### config.mk
export PLATFORM = sky130hd
export DESIGN_NAME = mem_port_arbiter_flat
export DESIGN_NICKNAME = d
export VERILOG_FILES = /design/src/rtl/mem_port_arbiter_if.sv /design/src/rtl/mem_port_arbiter.sv /design/src/flat_wrapper.sv
export SDC_FILE = /design/constraint.sdc
export NUM_CORES = 1
export LEC_CHECK = 0
export BUFFER_PORTS_ARGS = -buffer_cell sky130_fd_sc_hd__buf_4
export CORE_AREA = 2 2 119 121
export CTS_CLUSTER_DIAMETER = 50
export DETAILED_ROUTE_END_ITERATION = 10
export DIE_AREA = 0 0 121 123
export HOLD_SLACK_MARGIN = 0.03
export PLACE_DENSITY = 0.42
export SKIP_CTS_REPAIR_TIMING = 1
export SLEW_MARGIN = 20
export SYNTH_ARGS = -nofsm -noshare
export SYNTH_HDL_FRONTEND = slang
export SYNTH_SLANG_ARGS = --single-unit
### constraint.sdc
create_clock -name sysclk -period 4.1 [get_ports sysclk]
set_clock_uncertainty 0.2 [all_clocks]
set_input_delay 0.41 -clock sysclk [delete_from_list [all_inputs] [get_ports sysclk]]
set_output_delay 0.41 -clock sysclk [all_outputs]
set_load 0.05 [all_outputs]
### src/rtl/mem_port_arbiter_if.sv
// Bus bundle for the IF/DM memory port arbiter: both requester channels plus the memory macro pins.
// A requester asserts *_req and holds request fields stable until it sees *_ready high in the same cycle; read data returns one cycle later with *_rvalid.
interface mem_port_arbiter_if #(
  parameter int ADDR_WIDTH = 32,
  parameter int DATA_WIDTH = 32
);
  logic                    if_req;
  logic [ADDR_WIDTH-1:0]   if_addr;
  logic                    if_flush;
  logic                    if_ready;
  logic                    if_rvalid;
  logic [DATA_WIDTH-1:0]   if_rdata;

  logic                    dm_req;
  logic                    dm_we;
  logic [DATA_WIDTH/8-1:0] dm_be;
  logic [ADDR_WIDTH-1:0]   dm_addr;
  logic [DATA_WIDTH-1:0]   dm_wdata;
  logic                    dm_ready;
  logic                    dm_rvalid;
  logic [DATA_WIDTH-1:0]   dm_rdata;

  logic                    mem_en;
  logic [DATA_WIDTH/8-1:0] mem_we;
  logic [ADDR_WIDTH-3:0]   mem_addr;
  logic [DATA_WIDTH-1:0]   mem_wdata;
  logic [DATA_WIDTH-1:0]   mem_rdata;

  modport slave (
    input  if_req, if_addr, if_flush,
    output if_ready, if_rvalid, if_rdata,
    input  dm_req, dm_we, dm_be, dm_addr, dm_wdata,
    output dm_ready, dm_rvalid, dm_rdata,
    output mem_en, mem_we, mem_addr, mem_wdata,
    input  mem_rdata
  );

  modport master (
    output if_req, if_addr, if_flush,
    input  if_ready, if_rvalid, if_rdata,
    output dm_req, dm_we, dm_be, dm_addr, dm_wdata,
    input  dm_ready, dm_rvalid, dm_rdata,
    input  mem_en, mem_we, mem_addr, mem_wdata,
    output mem_rdata
  );
endinterface

### src/rtl/mem_port_arbiter.sv
// Shares one single-port 1-cycle-latency BRAM between instruction fetch and data access.
// DM wins by default; IF is guaranteed one grant after STARVE_LIMIT consecutive denials.
module mem_port_arbiter #(
  parameter int ADDR_WIDTH   = 32,
  parameter int DATA_WIDTH   = 32,
  parameter int STARVE_LIMIT = 4
) (
  input  logic                 sysclk,
  input  logic                 cpu_resetn,
  mem_port_arbiter_if.slave    bus,
  output logic [31:0]          dbg_starve_cnt_o,
  output logic [1:0]           dbg_owner_o
);

  localparam int CNT_W = (STARVE_LIMIT > 0) ? $clog2(STARVE_LIMIT + 1) : 1;

  typedef enum logic [1:0] {
    OWN_NONE = 2'd0,
    OWN_IF   = 2'd1,
    OWN_DM   = 2'd2
  } owner_e;

  owner_e           owner_q, owner_d;
  logic [CNT_W-1:0] cnt_q, cnt_d;
  logic             starve_hit;
  logic             grant_if;
  logic             grant_dm;
  logic             unused_addr_lsbs;

  // Byte-offset bits are deliberately dropped: the memory is word addressed.
  assign unused_addr_lsbs = ^{bus.if_addr[1:0], bus.dm_addr[1:0]};

  assign starve_hit = (STARVE_LIMIT != 0) && (cnt_q == CNT_W'(STARVE_LIMIT));
  assign grant_if   = bus.if_req && (!bus.dm_req || starve_hit);
  assign grant_dm   = bus.dm_req && !grant_if;

  assign bus.if_ready = grant_if;
  assign bus.dm_ready = grant_dm;

  always_comb begin
    bus.mem_en    = grant_if || grant_dm;
    bus.mem_we    = '0;
    bus.mem_addr  = '0;
    bus.mem_wdata = '0;
    if (grant_if) begin
      bus.mem_addr = bus.if_addr[ADDR_WIDTH-1:2];
    end else if (grant_dm) begin
      bus.mem_addr  = bus.dm_addr[ADDR_WIDTH-1:2];
      bus.mem_wdata = bus.dm_wdata;
      if (bus.dm_we) begin
        bus.mem_we = bus.dm_be;
      end
    end
  end

  // Counts consecutive IF denials; any IF grant or idle IF restarts the window.
  always_comb begin
    cnt_d = '0;
    if (bus.if_req && !grant_if) begin
      cnt_d = (cnt_q == CNT_W'(STARVE_LIMIT)) ? cnt_q : cnt_q + 1'b1;
    end
  end

  always_ff @(posedge sysclk or negedge cpu_resetn) begin
    if (!cpu_resetn) begin
      cnt_q <= '0;
    end else begin
      cnt_q <= cnt_d;
    end
  end

  // Return-owner state: who receives mem_rdata on the following cycle.
  always_ff @(posedge sysclk or negedge cpu_resetn) begin
    if (!cpu_resetn) begin
      owner_q <= OWN_NONE;
    end else begin
      owner_q <= owner_d;
    end
  end

  always_comb begin
    owner_d = OWN_NONE;
    if (grant_if) begin
      owner_d = OWN_IF;
    end else if (grant_dm && !bus.dm_we) begin
      owner_d = OWN_DM;
    end
  end

  // Flush only masks a fetch already in flight; a fetch granted alongside it proceeds.
  always_comb begin
    bus.if_rvalid = (owner_q == OWN_IF) && !bus.if_flush;
    bus.dm_rvalid = (owner_q == OWN_DM);
    bus.if_rdata  = bus.mem_rdata;
    bus.dm_rdata  = bus.mem_rdata;
  end

  assign dbg_starve_cnt_o = 32'(cnt_q);
  assign dbg_owner_o      = owner_q;

endmodule

### src/flat_wrapper.sv
// flat-port wrapper written by rule: the top's interface ports become plain ports
module mem_port_arbiter_flat 
#(
  parameter int ADDR_WIDTH   = 32,
  parameter int DATA_WIDTH   = 32,
  parameter int STARVE_LIMIT = 4
)
  (sysclk, cpu_resetn, dbg_starve_cnt_o, dbg_owner_o, bus_if_req, bus_if_addr, bus_if_flush, bus_if_ready, bus_if_rvalid, bus_if_rdata, bus_dm_req, bus_dm_we, bus_dm_be, bus_dm_addr, bus_dm_wdata, bus_dm_ready, bus_dm_rvalid, bus_dm_rdata, bus_mem_en, bus_mem_we, bus_mem_addr, bus_mem_wdata, bus_mem_rdata);
  mem_port_arbiter_if #(.ADDR_WIDTH(ADDR_WIDTH), .DATA_WIDTH(DATA_WIDTH)) bus_i ();
  input  logic sysclk;
  input  logic cpu_resetn;
  output logic [31:0] dbg_starve_cnt_o;
  output logic [1:0] dbg_owner_o;
  input wire logic [$bits(bus_i.if_req)-1:0] bus_if_req;
  input wire logic [$bits(bus_i.if_addr)-1:0] bus_if_addr;
  input wire logic [$bits(bus_i.if_flush)-1:0] bus_if_flush;
  output wire logic [$bits(bus_i.if_ready)-1:0] bus_if_ready;
  output wire logic [$bits(bus_i.if_rvalid)-1:0] bus_if_rvalid;
  output wire logic [$bits(bus_i.if_rdata)-1:0] bus_if_rdata;
  input wire logic [$bits(bus_i.dm_req)-1:0] bus_dm_req;
  input wire logic [$bits(bus_i.dm_we)-1:0] bus_dm_we;
  input wire logic [$bits(bus_i.dm_be)-1:0] bus_dm_be;
  input wire logic [$bits(bus_i.dm_addr)-1:0] bus_dm_addr;
  input wire logic [$bits(bus_i.dm_wdata)-1:0] bus_dm_wdata;
  output wire logic [$bits(bus_i.dm_ready)-1:0] bus_dm_ready;
  output wire logic [$bits(bus_i.dm_rvalid)-1:0] bus_dm_rvalid;
  output wire logic [$bits(bus_i.dm_rdata)-1:0] bus_dm_rdata;
  output wire logic [$bits(bus_i.mem_en)-1:0] bus_mem_en;
  output wire logic [$bits(bus_i.mem_we)-1:0] bus_mem_we;
  output wire logic [$bits(bus_i.mem_addr)-1:0] bus_mem_addr;
  output wire logic [$bits(bus_i.mem_wdata)-1:0] bus_mem_wdata;
  input wire logic [$bits(bus_i.mem_rdata)-1:0] bus_mem_rdata;
  assign bus_i.if_req = bus_if_req;
  assign bus_i.if_addr = bus_if_addr;
  assign bus_i.if_flush = bus_if_flush;
  assign bus_if_ready = bus_i.if_ready;
  assign bus_if_rvalid = bus_i.if_rvalid;
  assign bus_if_rdata = bus_i.if_rdata;
  assign bus_i.dm_req = bus_dm_req;
  assign bus_i.dm_we = bus_dm_we;
  assign bus_i.dm_be = bus_dm_be;
  assign bus_i.dm_addr = bus_dm_addr;
  assign bus_i.dm_wdata = bus_dm_wdata;
  assign bus_dm_ready = bus_i.dm_ready;
  assign bus_dm_rvalid = bus_i.dm_rvalid;
  assign bus_dm_rdata = bus_i.dm_rdata;
  assign bus_mem_en = bus_i.mem_en;
  assign bus_mem_we = bus_i.mem_we;
  assign bus_mem_addr = bus_i.mem_addr;
  assign bus_mem_wdata = bus_i.mem_wdata;
  assign bus_i.mem_rdata = bus_mem_rdata;
  mem_port_arbiter #(.ADDR_WIDTH(ADDR_WIDTH), .DATA_WIDTH(DATA_WIDTH), .STARVE_LIMIT(STARVE_LIMIT)) u_core (.sysclk(sysclk), .cpu_resetn(cpu_resetn), .bus(bus_i), .dbg_starve_cnt_o(dbg_starve_cnt_o), .dbg_owner_o(dbg_owner_o));
endmodule
==> flow_summary.ini <==
[layout]
fin_nets = 505
layout_common_cells = 178 x buf_4, 62 x nand2_1, 33 x and3_1, 30 x o22ai_1, 29 x conb_1
multiInputGateArea_um2 = 900.9
diodes = 0
final_common_cell = buf_4
area_growth_pct = 54.21
filler_cell_count = 1552
drive_above_1_share_pct = 50.55
fin_cells = 544
seqCellArea_um2 = 125.1
fin_util_pct = 19.72

[power_and_ir_drop]
p_leak_nw = 1.497
ir_worst_vdd_v = 0.0001097
p_int_mw = 0.3232
seqPwrFrac_pct = 8.3
power_density_nw_per_um2 = 240.9
clkPwrFrac_pct = 24.6
switching_share_pct = 50.00
comb_power_share_pct = 67.2
p_sw_mw = 0.3232

[cts]
cts_max_path_buffers = 2
worstSkewPairLatency_ns = 0.23
clk_pin_slew_ns = 0.03
numCtsBuffers = 3
tritoncts = done
cts_root_buffer = clkbuf_16
clkSinkCount = 5
htree_num_levels = 1

[timing]
fin_crit_sh_pct = 71.67
hold_violations = 0
rsz0062_at_grt = false
tns_ns = 0
slew_headroom_pct = 34.52
drv_slew = 0
max_slew.worst_pin.slew_ns = 0.9797
max_freq_ghz = 0.3403
setup_violations = 0
period_minus_slack_ns = 2.938

[yosys]
ys_seq_area_share_pct = 7.189
synth_area_leader_cell = buf_4
ys_types = 23
netlist.area_leader.share_pct = 40.55
synth.cell_area_um2 = 1740
syn_inst = 268
synth_seq_cells = 5
yosys-top-cells-area = buf_4 41%, nand2_1 13%, and3_1 12%
yosys_warnings = 0
syn_avg_cell_area_um2 = 6.494

[placement]
hpwl_um = 5110
dp_cells = 539
io_buffers = 177
gp_congestion = 0.6495

[min_path]
hold_end = u_core.dbg_owner_o[1]
hold_depth = 2
hold_path_startpoint = bus_dm_we
min_path_type = input pin to flop

[detailed_routing]
antenna_left = 0
wirelength_um = 6790
wl_per_cell_um = 12.48
drt-vias-per-instance = 3.682
first_iter_violations = 44
drtPass1Iterations = 4
route.detailed.drc = 0
vias = 2003

[setup_path]
endpoint_kind = output pin
rrSetupSlack_ns = 1.95
r2r_start = u_core.cnt_q[0]
crit_type = input pin to output pin
max_stage_delay_ns = 0.89
timing.rr.end = u_core.dbg_owner_o[1]
rr_worst_depth = 5
cp_slowest_cell = a21boi_4
crit_chain = buf_4 -> a21boi_4 -> o22ai_1 -> buf_4
crit_fanout = 72
required_ns = 3.49
worstPathArrival_ns = 2.33
crit_path_frequent_cell = buf_4
startpoint_type = input pin

[die]
start_util_pct = 12.79
core-area_um2 = 13610
die_h_um = 123
die_w_um = 121
die_area_um2 = 14880
rows = 43
ios = 307

[grt]
grt_pass1_wl_um = 9321
grt-ovfl-total = 0
track_usage_pct = 7.829
grt_pass1_vias = 1793
grt_antenna_before_repair = 0
grt_max_degree = 73

[flow_run]
maxCapViolCount = 0

[run_status]
outcome = complete, no violations
critical path: cells and delay by family:
family	cells	cell delay, ns
buffers and inverters	2	0.75
AOI/OAI and AO/OA	2	1.13
layer usage:
layer / routed length [um] / vias up / track usage, % / share of wire (%)
met5: 0 / - / 0 / 0
met4: 177 / 0 / 2.980 / 2.6
met3: 644 / 30 / 1.661 / 9.5
met2: 3640 / 108 / 15.13 / 54
met1: 2327 / 903 / 8.247 / 34
li1: - / 962 / - / -
power by group through the flow:
| stage | Clock, mW | Sequential [mW] | Combinational, mW |
|---|---|---|---|
| 6_report | 0.159 | 0.0534 | 0.434 |
| 4_1_cts | 0.160 | 0.0534 | 0.436 |
| 5_1_grt | 0.165 | 0.0538 | 0.456 |
| 3_5_place_dp | 0 | 0.0540 | 0.435 |
| 2_1_floorplan | 0 | 0.0604 | 0.464 |
| 3_3_place_gp | 0 | 0.0538 | 0.435 |
sequential cells by signal (all words and copies together), names as in the netlist:
| signal | cells |
|---|---|
| u_core.dbg_owner_o | 2 |
| u_core.cnt_q | 3 |
cell usage after synthesis:
library cell	number
buf_4	94
nand2_1	62
and3_1	33
o22ai_1	30
buf_2	10
clkbuf_1	8
dfrtp_1	5
and4_1	4
buf_6	3
nor3b_1	3
ha_1	2
inv_1	2
nor2b_1	2
a21boi_2	1
a21oi_1	1
and2_1	1
conb_1	1
nand2b_1	1
nand3_1	1
nand3_2	1
nor2_1	1
or2_2	1
or3b_1	1
logic make-up after synthesis:
family / share of synthesized area (%)
other: 0.2155
flip-flops: 7.189
AND/OR/NAND/NOR: 31.92
AO/OA/AOI/OAI: 11.72
buffers and inverters: 47.52
adder cells (fa/ha/maj): 1.438
area by class of cell:
| cell class | instances | share of cell area (%) |
|---|---|---|
| clock buffers | 4 | 2.937 |
| inverters | 2 | 0.2797 |
| multi-input cells | 174 | 33.57 |
| flip-flops and latches | 5 | 4.662 |
| well taps | 180 | 8.392 |
| repair buffers | 179 | 50.16 |
worst max-delay path by stage:
stage                          from               end  slack [ns]  depth (start not counted)
floorplan           u_core.cnt_q[0]  bus_mem_addr[10]        1.25                          6
global placement         bus_dm_req   bus_mem_addr[2]        1.13                          4
detailed placement       bus_dm_req   bus_mem_addr[2]        1.09                          4
CTS                      bus_dm_req   bus_mem_addr[2]        1.09                          4
global route             bus_dm_req   bus_mem_addr[2]        0.94                          4
finish                   bus_dm_req   bus_mem_addr[2]        1.16                          4
per-stage QoR:
step                      hold WS [ns]  worst slack [ns]  area [um2]  power, mW
after floorplan               -0.08559             1.255        1846     0.5249
after global placement         0.01324             1.125        2595     0.4885
after detailed placement       0.01436             1.091        2595     0.4893
after CTS                      -0.2215             1.092        2674     0.6496
after global routing            0.1860            0.9407        2684     0.6754
final                           0.1821             1.162        2684     0.6464
Note: power is estimated with default switching activity, not from simulation.
